===== config.mk =====
export PLATFORM = sky130hd
export DESIGN_NAME = fetch_stage
export DESIGN_NICKNAME = d
export VERILOG_FILES = /design/src/rtl/fetch_stage.sv
export SDC_FILE = /design/constraint.sdc
export NUM_CORES = 1
export LEC_CHECK = 0
export CORE_ASPECT_RATIO = 1.1
export CORE_MARGIN = 4
export CORE_UTILIZATION = 48
export DETAILED_ROUTE_END_ITERATION = 7
export PLACE_DENSITY = 0.85
export RECOVER_POWER = 50
export SLEW_MARGIN = 5
export SYNTH_ARGS = -nofsm -noshare
export SYNTH_HDL_FRONTEND = slang
export SYNTH_SLANG_ARGS = --single-unit

===== constraint.sdc =====
create_clock -name clk -period 6 [get_ports clk]
set_clock_uncertainty 0.05 [all_clocks]
set_input_delay 0.9 -clock clk [delete_from_list [all_inputs] [get_ports clk]]
set_output_delay 0.9 -clock clk [all_outputs]
set_load 0.05 [all_outputs]

===== src/rtl/fetch_stage.sv =====
// fetch_stage: RISC-V instruction fetch. Owns the PC, addresses a combinational
// instruction memory and holds the fetched word in an IF/ID register towards decode.
//
// Parameters:
//   N         datapath / address width
//   RESET_PC  first byte address fetched after reset (4-byte aligned)
// Ports:
//   clk, rst         clock, synchronous active-high reset
//   imem_addr        word index into instruction memory (pc >> 2)
//   imem_rd          instruction word, combinational return for imem_addr
//   redirect_valid   taken branch/jump: flush and load redirect_pc
//   redirect_pc      byte target of the redirect
//   halt_req         stop fetching
//   resume           leave HALTED, continue at the current pc
//   id_ready         decode accepts id_* this cycle
//   id_valid         id_* carries a valid instruction
//   id_instr         fetched instruction
//   id_pc            byte address of id_instr
//   id_pc_plus4      id_pc + 4 (link value)
//   halted           high while in HALTED
// Optional build macro FETCH_MISALIGN_TRAP_EN adds:
//   misalign         sticky flag: a redirect targeted a non-word-aligned address
//   misalign_addr    the offending redirect target
// Without the macro the low two target bits are dropped on redirect.

module fetch_stage #(
    parameter int            N        = 32,
    parameter logic [N-1:0]  RESET_PC = '0
) (
    input  logic         clk,
    input  logic         rst,
    output logic [N-1:0] imem_addr,
    input  logic [N-1:0] imem_rd,
    input  logic         redirect_valid,
    input  logic [N-1:0] redirect_pc,
    input  logic         halt_req,
    input  logic         resume,
    input  logic         id_ready,
    output logic         id_valid,
    output logic [N-1:0] id_instr,
    output logic [N-1:0] id_pc,
    output logic [N-1:0] id_pc_plus4,
    output logic         halted
`ifdef FETCH_MISALIGN_TRAP_EN
    ,
    output logic         misalign,
    output logic [N-1:0] misalign_addr
`endif
);

    typedef enum logic {
        RUN    = 1'b0,
        HALTED = 1'b1
    } state_t;

    state_t       state;
    state_t       state_nxt;
    logic [N-1:0] pc;
    logic [N-1:0] pc_plus4;
    logic [N-1:0] target;
    logic         stall;
    logic         bad_target;

    // Decode holds an entry it has not accepted yet.
    assign stall    = id_valid && !id_ready;
    assign pc_plus4 = pc + N'(4);

`ifdef FETCH_MISALIGN_TRAP_EN
    assign bad_target = redirect_valid && (redirect_pc[1:0] != 2'b00);
    assign target     = redirect_pc;
`else
    assign bad_target = 1'b0;
    // Low two bits of the target are forced to zero.
    assign target     = redirect_pc & ~N'(3);
`endif

    // State register
    always_ff @(posedge clk) begin
        if (rst) begin
            state <= RUN;
        end else begin
            state <= state_nxt;
        end
    end

    // Next-state logic
    always_comb begin
        state_nxt = state;
        unique case (state)
            RUN: begin
                if (redirect_valid) begin
                    state_nxt = bad_target ? HALTED : RUN;
                end else if (halt_req) begin
                    state_nxt = HALTED;
                end
            end
            HALTED: begin
                if (bad_target) begin
                    state_nxt = HALTED;
                end else if (resume) begin
                    state_nxt = RUN;
                end
            end
            default: state_nxt = RUN;
        endcase
    end

    // Outputs derived from state and pc
    always_comb begin
        halted    = (state == HALTED);
        imem_addr = pc >> 2;
    end

    // PC and IF/ID register
    always_ff @(posedge clk) begin
        if (rst) begin
            pc          <= RESET_PC;
            id_valid    <= 1'b0;
            id_instr    <= '0;
            id_pc       <= '0;
            id_pc_plus4 <= '0;
        end else if (redirect_valid) begin
            // Flush, including an entry decode is stalling on.
            if (!bad_target) begin
                pc <= target;
            end
            id_valid <= 1'b0;
        end else if (state == HALTED) begin
            // No fetch; a pending entry drains on handshake.
            if (id_valid && id_ready) begin
                id_valid <= 1'b0;
            end
        end else if (halt_req) begin
            if (!stall) begin
                id_valid <= 1'b0;
            end
        end else if (!stall) begin
            id_instr    <= imem_rd;
            id_pc       <= pc;
            id_pc_plus4 <= pc_plus4;
            id_valid    <= 1'b1;
            pc          <= pc_plus4;
        end
    end

`ifdef FETCH_MISALIGN_TRAP_EN
    always_ff @(posedge clk) begin
        if (rst) begin
            misalign      <= 1'b0;
            misalign_addr <= '0;
        end else if (bad_target) begin
            misalign      <= 1'b1;
            misalign_addr <= redirect_pc;
        end else if (resume) begin
            misalign      <= 1'b0;
        end
    end
`endif

endmodule


Word-level counts from Yosys, hierarchy flattened
Cells that the tools add are included.
Cells by class
  $lt $le $gt $ge: 0
  div/mod/pow operators: 0
  multiplexer cells: 13
  shift operators: 0
  reduce and logical (&&, ||, !) cells: 8
  eq/ne operators: 5
  multipliers: 0
  bitwise gates (word level): 4
  add/subtract/negate cells: 1
Operators with widths (count)
  2-to-1 mux 32 bit: 4
  adder 32 x 3 -> 32 bit (second input constant): 1
  2-to-1 mux 1 bit: 8
  != test 2 bit (second input constant): 4
  AND reduction 3 bit: 2
  NOT 1 bit: 4
  AND reduction 4 bit: 1
  logical AND 1 bit: 2
  != test 2 x 1 -> 1 bit (second input constant): 1
  case mux 1 bit (2 select lines): 1
  AND reduction 2 bit: 1
  OR reduction 2 bit: 1
  zero test 1 bit: 1
Word-level totals
  ROM bits: 0
  register bits: 130
  word-level logic and storage cells: 38
  memories: 0
  RAM bits: 0
  output and inout port bits: 130
  latch bits: 0

Depth between registers and ports, before layout
Gate-level depths: netlist of run 1.
  word-level depth: 6
  gate-level depth with buffers: 8
  gate-level depth less buffers: 5

Worst setup path after synthesis of run 1
Ideal clock, no wire load.
  kind: register to register
  from: reg pc[2]
  to: reg id_pc_plus4[24]
  data required time: 5.859 ns
  path buffers: 1
  cell stages (with the launch flop): 7
  arrival time: 2.587 ns
  period minus slack after synthesis: 2.728 ns
  setup slack: 3.272 ns
  setup time: 0.091 ns
  path through: dfxtp_1 > ha_1 > nand3_4 > or4_4 > buf_6 > or4_1 > a311oi_1
On the way
  longest elaborated chain between the ends: 1
RTL lines
  start: declaration: line 58  | logic [N-1:0] pc;
  start signal: assignment: line 125  | pc <= target;
  start signal: assignment: line 142  | pc <= pc_plus4;
  adder 32 x 3 -> 32 bit: line 66  | assign pc_plus4 = pc + N'(4);
  end signal: assignment: line 140  | id_pc_plus4 <= pc_plus4;
  end: declaration: line 42  | output logic [N-1:0] id_pc_plus4,
Every way passes these cells.
A chain may end at the register's enable or synchronous reset.

==> flow_summary.yaml, run 1 <==
global_routing:
  grt_overflow: 0
  antenna_found_initial: 0
  grt_pass1_wl_um: 27800
  grt_use_total_pct: 26.3
  grt_max_degree: 77
  grt_pass1_vias: 5579
floorplanning:
  ios: 200
  dieArea_um2: 13300
  die-height_um: 121
  core_area_um2: 11100
  initial_core_util_pct: 49.7
  die_w_um: 110
  rows: 40
flow_run:
  maxCapViolations: 1
power_and_ir_drop:
  clkPwrFrac_pct: 46.3
  power_frac_seq_pct: 36.7
  power_density_nw_per_um2: 312
  ir_drop_mv: 0.196
  p_sw_w: 0.000716
  intPower_w: 0.00179
  cellLeakagePower_nw: 2.96
  combinationalPowerShare_pct: 17.0
  p_sw_share_pct: 28.5
outcome:
  status: "complete, but fails checks"
  violations: "capacitance limit, slew limit"
logic_synthesis:
  ys_seq_area_share_pct: 44.9
  avgSynthCellArea_um2: 7.98
  synth_edf_count: 0
  syn_area_um2: 5530
  synth_async_sr_flop_share_pct: 0
  yosysWarnings: 0
  ys.flop_type: "dfxtp_1"
  synth_seq_cells: 124
  ys_types: 45
  synth_cells: 692
final_layout:
  register_area_um2: 2480
  drive_gt1_share_pct: 5.49
  multi_input_area_um2: 2750
  final_cell_mix: "nand2_1 (145), dfxtp_1 (124), dlygate4sd3_1 (111)"
  mostFrequentLayoutCell: "nand2_1"
  diodes: 0
  area_delta_synth_final_pct: 45.8
  fin_nets: 914
  fill_cells: 844
hold_path:
  hp-class: "reg2reg"
  hold_depth: 2
  hold_end: "id_instr[23]"
  min-delay-start: "id_instr[23]"
critical_path:
  worstPathArrival_ns: 4.50
  end_kind: "flip-flop"
  r2r_setup_slack_ns: 3.30
  cp_data_required_time_ns: 6.24
  reg2reg_depth: 4
  r2r-end: "id_pc_plus4[25]"
  cp-start-kind: "input pin"
  crit_path_max_fanout: 76
  r2r_start: "pc[9]"
  crit_type: "in2reg"
clock_tree:
  cts_buffer_depth: 2
  root_buffer: "clkbuf_16"
  tritoncts: "yes"
  path_clk_slew_ns: 0.05
  htree_levels: 4
  clkLatencyLatePin_ns: 0.41
  clock-sinks: 124
  holdBufCountCts: 0
  cts_resized: 0
  cts_setup_buffers: 0
  cts_buffers: 17
placed_design:
  gp_congestion: 0.799
  numPortBuffers: 191
  dp_hpwl_um: 12000
sta:
  max_freq_ghz: 0.234
  grt_setup_unrepaired: "no"
  slew_violations: 77
  fin_setup_tns_ns: 0
  hold_viol: 0
  fin_crit_sh_pct: 71.1
  post-route-min-period_ns: 4.27
  setup_viol: 0
  tightestPinTransition_ns: 3.39
  whs_ns: 0.401
  slew_headroom_pct: -126
detailed_routing:
  drcViolationCount: 0
  via_per_inst: 5.77
  vias: 5784
  drt_iter0_markers: 467
  firstDrtPassIters: 7
  totalWireLength_um: 17600
  avgRoutedWirePerCell_um: 17.6
  drtAntennaViolNets: 0
==> final cells by class <==
type,count,share of cell area [%]
Timing Repair Buffer,197,24.2
Sequential cell,124,30.8
Tap cell,147,2.28
Inverter,4,0.186
Multi-Input combinational cell,499,34.2
Clock buffer,17,5.28
Clock inverter,15,3.03
==> cells by family (layout without fill, tap and decap cells) <==
group           after synthesis  count (layout)  synth area share (%)
other cells                   1               6                0.0679
fa+ha+maj                     1               1                 0.226
compound gates              162             162                  19.6
flops                       124             124                  44.9
buf+inv                      74             233                  5.86
simple gates                310             310                  26.1
xor+xnor                     20              20                  3.17
==> stage by stage <==
| stage | power, W | area (um2) | setup WS (ns) | std cells | utilization, % |
|---|---|---|---|---|---|
| detailed placement | 0.00137 | 7380 | 2.00 | 971 | 66.5 |
| CTS | 0.00253 | 8050 | 2.45 | 1003 | 72.5 |
| global placement | 0.00137 | 7380 | 2.12 | 971 | 66.5 |
| floorplan | 0.00121 | 5540 | 3.27 | 697 | - |
| finish | 0.00251 | 8060 | 1.73 | 1003 | 72.5 |
| global route | 0.00259 | 8060 | 1.54 | 1003 | 72.5 |
==> registers in the layout, summed over array words and instances (netlist names) <==
| register | flops |
|---|---|
| halted | 1 |
| id_instr | 32 |
| id_pc | 30 |
| id_pc_plus4 | 30 |
| id_valid | 1 |
| pc | 30 |
==> power by group through the flow <==
| stage | logic [W] | registers, W | clock network [W] |
|---|---|---|---|
| after global placement | 0.000431 | 0.000935 | 0 |
| after global routing | 0.000451 | 0.000928 | 0.00121 |
| after CTS | 0.000440 | 0.000921 | 0.00117 |
| after detailed placement | 0.000437 | 0.000938 | 0 |
| after floorplan | 0.000134 | 0.00107 | 0 |
| final | 0.000427 | 0.000920 | 0.00116 |
==> synthesized netlist by cell type, types with 2 or more instances <==
cell       number  share of area (%)
or4_1          17                2.3
nand2b_1        2               0.23
a2111oi_0       2               0.32
a21oi_1        64                5.8
xor2_1          7                1.1
nor4_1          8               0.91
nor3_1         10               0.91
a221o_1         2               0.36
or2_2           3               0.34
inv_1           4               0.27
nor2_1         69                4.7
o31ai_1        16                2.2
clkbuf_1       55                3.7
nand2_1       145                9.9
buf_2           7               0.63
a211oi_1       25                3.4
a311oi_1       31                4.9
buf_6           2               0.41
xnor2_1        13                2.1
a31oi_1         2               0.23
dfxtp_1       124                 45
nand3b_1        2               0.27
nor2b_1         5               0.57
or3_1          18                2.0
nand4_1        13                1.5
o21ai_0        12                1.1
and3_1          2               0.23
nand3_1         7               0.63
buf_4           6               0.82
and4_1          4               0.63
==> metal layers <==
metal  wire length, um  part of all wire, %  vias to the layer above  GRT usage (%)
met5                 0                    0                        -              0
li1                  -                    -                     2772              -
met3              1620                  9.2                       37           7.69
met2              8580                   49                      298           43.6
met1              7020                   40                     2677           32.0
met4               377                  2.1                        0           10.0
==> how the worst max path moves through the flow <==
stage | slack, ns | startpoint | depth (start not counted) | to
6_report | 1.73 | rst | 5 | pc[29]
4_1_cts | 2.45 | redirect_valid | 5 | id_pc_plus4[7]
5_1_grt | 1.54 | rst | 5 | pc[29]
3_3_place_gp | 2.12 | redirect_valid | 5 | id_pc_plus4[11]
2_1_floorplan | 3.27 | pc[2] | 6 | id_pc_plus4[24]
3_5_place_dp | 2.00 | redirect_valid | 5 | id_pc_plus4[10]
==> critical path, cell delays in order <==
cell      delay (ns)
clkbuf_1        2.35
buf_4           0.77
nor2_1          0.13
a31oi_1         0.21
nand3_1         0.09
Note: power is estimated with default switching activity, not from simulation.
==> run 2: changes to the inputs <==
--- a/config.mk
+++ b/config.mk
@@ -7,9 +7,9 @@
 export LEC_CHECK = 0
 export CORE_ASPECT_RATIO = 1.1
 export CORE_MARGIN = 4
-export CORE_UTILIZATION = 48
+export CORE_UTILIZATION = 41
 export DETAILED_ROUTE_END_ITERATION = 7
-export PLACE_DENSITY = 0.85
+export PLACE_DENSITY = 0.77
 export RECOVER_POWER = 50
 export SLEW_MARGIN = 5
 export SYNTH_ARGS = -nofsm -noshare
==> constraint.sdc (replaced) <==
create_clock -name clk -period 3.5 [get_ports clk]
set_clock_uncertainty 0.05 [all_clocks]
set_input_delay 0.525 -clock clk [delete_from_list [all_inputs] [get_ports clk]]
set_output_delay 0.525 -clock clk [all_outputs]
set_load 0.05 [all_outputs]
==> flow_summary.yaml, run 2 (synthesis gave the netlist of run 1 again) <==
outcome:
  status: "completed"
clock_tree:
  cts_buffers: 17
  cts_setup_buffers: 0
  root_buffer: "clkbuf_16"
  htree_levels: 4
  cts_resized: 0
  clock-sinks: 124
  path_clk_slew_ns: 0.05
  holdBufCountCts: 0
  tritoncts: "yes"
  clkLatencyLatePin_ns: 0.42
  cts_buffer_depth: 2
sta:
  max_freq_ghz: 0.343
  fin_setup_tns_ns: 0
  slew_violations: 0
  grt_setup_unrepaired: "no"
  fin_ws_ns: 0.588
  fin_crit_sh_pct: 83.2
  post-route-min-period_ns: 2.91
  setup_viol: 0
  hold_viol: 0
  slew_headroom_pct: 12.9
  tightestPinTransition_ns: 1.31
floorplanning:
  die_w_um: 119
  ios: 200
  core_area_um2: 13200
  dieArea_um2: 15400
  rows: 44
  initial_core_util_pct: 41.8
  die-height_um: 130
final_layout:
  drive_gt1_share_pct: 5.24
  regMostFlops: "id_instr"
  largest_reg_flops: 32
  diodes: 0
  mostFrequentLayoutCell: "nand2_1"
  fin_nets: 918
  final_cell_mix: "nand2_1 (145), dfxtp_1 (124), clkdlybuf4s50_1 (99)"
  area_delta_synth_final_pct: 45.3
global_routing:
  antenna_found_initial: 0
  grt_pass1_vias: 5093
  grt_use_total_pct: 21.4
  grt_max_degree: 122
  grt_pass1_wl_um: 26500
  grt_overflow: 0
placed_design:
  gp_congestion: 0.802
  dp_slack_ns: 0.567
  numPortBuffers: 191
  dp_hpwl_um: 11300
critical_path:
  crit_type: "in2reg"
  crit_path_top_delay_cell: "clkbuf_4"
  end_kind: "flip-flop"
  r2r_start: "pc[2]"
  cp_cell_sequence: "dlygate4sd3_1 > or2_0 > buf_4 > nor3_1 > clkbuf_4 > and4_1 > nor4_1"
  r2r-end: "pc[20]"
  r2r_setup_slack_ns: 0.85
  cp-start-kind: "input pin"
  crit_path_max_fanout: 121
  worstPathArrival_ns: 3.11
  cp_data_required_time_ns: 3.70
  slowest_delay_ns: 1.02
  reg2reg_depth: 5
power_and_ir_drop:
  power_density_nw_per_um2: 508
  ir_drop_mv: 0.340
  cellLeakagePower_nw: 2.91
  power_w: 0.00408
hold_path:
  hold_end: "id_pc[19]"
  min-delay-start: "id_pc[19]"
  hold_depth: 2
  hp-class: "reg2reg"
detailed_routing:
  drcViolationCount: 0
  drt_iter0_markers: 337
  totalWireLength_um: 16900
  drtAntennaViolNets: 0
  via_per_inst: 5.42
  avgRoutedWirePerCell_um: 16.5
  firstDrtPassIters: 5
  vias: 5525
flow_run:
  maxCapViolations: 0
-- run 2: cell types whose count changed in the layout (fill, tap and decap cells not counted), sizes merged --
cell           previous run  this run
clkinvlp                  3         1
inv                       6         4
dlygate4sd3             111        91
clkdlybuf4s50            79        99
clkinv                    4         3
bufinv                    6         3
clkbuf                   18        27
buf                       6         8
-- run 2: per-stage QoR --
stage	utilization, %	std cells	hold WS (ns)	cell area (um2)
3_5_place_dp	56.4	989	0.396	7460
5_1_grt	60.7	1020	0.413	8030
2_1_floorplan	-	697	0.611	5540
4_1_cts	60.9	1020	0.402	8050
6_report	60.7	1020	0.397	8030
3_3_place_gp	56.4	989	0.391	7460
-- run 2: how the worst max path moves through the flow --
stage / startpoint / endpoint / slack [ns] / cells after the start
final: halt_req / id_pc_plus4[30] / 0.59 / 7
after CTS: pc[2] / pc[20] / 0.85 / 5
after detailed placement: halt_req / pc[28] / 0.57 / 5
after floorplan: pc[2] / id_pc_plus4[24] / 0.77 / 6
after global placement: halt_req / pc[28] / 0.59 / 5
after global routing: halt_req / id_pc_plus4[30] / 0.40 / 7
-- run 2: worst max-delay path: cells and delay by family --
family / cells / cell delay, ns
AND/OR/NAND/NOR: 4 / 0.77
buffers and inverters: 3 / 1.79
-- run 2: per-layer routing --
metal  wire [um]  vias to the layer above  GRT usage (%)
li1            -                     2772              -
met1        7440                     2538           27.0
met2        8080                      199           34.5
met3        1190                       16           7.85
met4         160                        0           6.34
met5           0                        -              0
-- run 2: final cells by class --
cell class / count / area [um2]
multi-input cells: 499 / 2740
inverters: 4 / 15.0
flip-flops and latches: 124 / 2480
clock buffers: 24 / 482
clock inverters: 7 / 113
repair buffers: 201 / 1990
fillers: 1188 / 5190
well taps: 161 / 201
-- run 2: report_power, final --
group | internal [W] | total, W | switching (W)
Sequential | 0.00149 | 0.00157 | 0.0000790
Clock | 0.00117 | 0.00176 | 0.000597
Combinational | 0.000257 | 0.000741 | 0.000484
Total | 0.00292 | 0.00408 | 0.00116
==> run 3: changes to the inputs <==
--- a/config.mk
+++ b/config.mk
@@ -7,9 +7,9 @@
 export LEC_CHECK = 0
 export CORE_ASPECT_RATIO = 1.1
 export CORE_MARGIN = 4
-export CORE_UTILIZATION = 41
+export CORE_UTILIZATION = 45
 export DETAILED_ROUTE_END_ITERATION = 7
-export PLACE_DENSITY = 0.77
+export PLACE_DENSITY = 0.81
 export RECOVER_POWER = 50
 export SLEW_MARGIN = 5
 export SYNTH_ARGS = -nofsm -noshare
==> constraint.sdc (replaced) <==
create_clock -name clk -period 2.8 [get_ports clk]
set_clock_uncertainty 0.05 [all_clocks]
set_input_delay 0.42 -clock clk [delete_from_list [all_inputs] [get_ports clk]]
set_output_delay 0.42 -clock clk [all_outputs]
set_load 0.05 [all_outputs]
==> flow_summary.yaml, run 3 (synthesis gave the netlist of run 1 again) <==
placed_design:
  placedCellCount: 998
  numPortBuffers: 191
  gp_congestion: 0.840
  placed_area_um2: 7570
  dp_slack_ns: 0.114
  dp_hpwl_um: 12400
final_layout:
  final_cell_mix: "nand2_1 (145), dfxtp_1 (124), clkdlybuf4s50_1 (120)"
  area_delta_synth_final_pct: 47.4
  fin_nets: 934
  regMostFlops: "id_instr"
  largest_reg_flops: 32
  drive_gt1_share_pct: 7.53
  final_area_um2: 8140
  fin_cells: 1030
  mostFrequentLayoutCell: "nand2_1"
  diodes: 0
detailed_routing:
  totalWireLength_um: 17600
  drtAntennaViolNets: 0
  avgRoutedWirePerCell_um: 17.1
  vias: 5854
  via_per_inst: 5.68
  drcViolationCount: 0
  drt_iter0_markers: 497
  firstDrtPassIters: 5
sta:
  max_freq_ghz: 0.385
  slew_headroom_pct: 30.2
  post-route-min-period_ns: 2.60
  grt_setup_unrepaired: "no"
  fin_setup_tns_ns: 0
  whs_ns: 0.387
  fin_ws_ns: 0.204
  tightestPinTransition_ns: 1.05
  hold_viol: 0
  slew_violations: 0
  setup_viol: 0
  fin_crit_sh_pct: 92.7
floorplanning:
  initial_core_util_pct: 45.9
  die_w_um: 114
  rows: 42
  dieArea_um2: 14100
  die-height_um: 124
  ios: 200
  core_area_um2: 12000
clock_tree:
  clkLatencyLatePin_ns: 0.41
  cts_resized: 0
  cts_setup_buffers: 0
  cts_buffer_depth: 2
  holdBufCountCts: 0
  cts_buffers: 17
  clock-sinks: 124
  path_clk_slew_ns: 0.06
  htree_levels: 4
  root_buffer: "clkbuf_16"
  tritoncts: "yes"
power_and_ir_drop:
  power_density_nw_per_um2: 630
  cellLeakagePower_nw: 2.92
  ir_drop_mv: 0.426
critical_path:
  crit_path_top_delay_cell: "clkbuf_4"
  slowest_delay_ns: 0.78
  worstPathArrival_ns: 2.83
  crit_type: "in2reg"
  crit_path_max_fanout: 81
  cp_cell_sequence: "dlygate4sd3_1 > or2_0 > clkbuf_1 > nor3_2 > clkbuf_4 > and4_1 > nor4_1"
  cp-start-kind: "input pin"
  cp_data_required_time_ns: 3.03
  end_kind: "flip-flop"
hold_path:
  hp-class: "in2reg"
global_routing:
  grt_overflow: 0
  grt_pass1_vias: 5699
  grt_max_degree: 82
  antenna_found_initial: 0
  grt_use_total_pct: 24.4
  grt_pass1_wl_um: 28300
outcome:
  status: "completed"
flow_run:
  maxCapViolations: 0
==> run 3: changes by cell type in the layout (fill, tap and decap cells not counted), moves of 2 or more <==
cell / before / now
clkbuf_1: 5 / 2
buf_4: 7 / 21
clkinv_4: 0 / 4
clkbuf_8: 3 / 0
clkdlybuf4s50_1: 99 / 120
clkinv_2: 3 / 5
dlygate4sd3_1: 91 / 70
==> run 3: stage by stage <==
stage | util, % | total power, W
global placement | 62.9 | 0.00296
finish | 67.7 | 0.00513
detailed placement | 62.9 | 0.00298
CTS | 67.9 | 0.00519
floorplan | - | 0.00259
global route | 67.7 | 0.00530
==> run 3: critical path, delay by kind of cell <==
kind | cells | cell delay [ns]
AND/OR/NAND/NOR | 4 | 0.85
buffers and inverters | 3 | 1.55
==> run 3: per-layer routing <==
metal | track usage (%) | vias to the layer above | part of all wire, %
met2 | 42.0 | 269 | 49
met5 | 0 | - | 0
met1 | 28.7 | 2742 | 41
li1 | - | 2801 | -
met4 | 11.3 | 0 | 2.8
met3 | 5.21 | 42 | 7.4
==> run 3: final cells by class <==
class / instances / area, um2
well taps: 154 / 193
repair buffers: 217 / 2100
inverters: 4 / 15.0
multi-input cells: 499 / 2750
flip-flops and latches: 124 / 2480
fillers: 966 / 3890
clock inverters: 15 / 174
clock buffers: 17 / 425
==> run 3: power by group <==
group | switching (W) | internal [W]
combinational | 0.000621 | 0.000340
sequential | 0.0000962 | 0.00186
clock | 0.000814 | 0.00140
==> run 3: path summary, 6_finish.rpt <==
kind / startpoint / endpoint / depth (start not counted) / slack [ns]
max: halt_req / id_pc_plus4[30] / 7 / 0.20
min: rst / id_pc[25] / 2 / 0.39
max reg2reg: pc[14] / pc[30] / 4 / 0.33
min reg2reg: id_pc[20] / id_pc[20] / 2 / 0.40
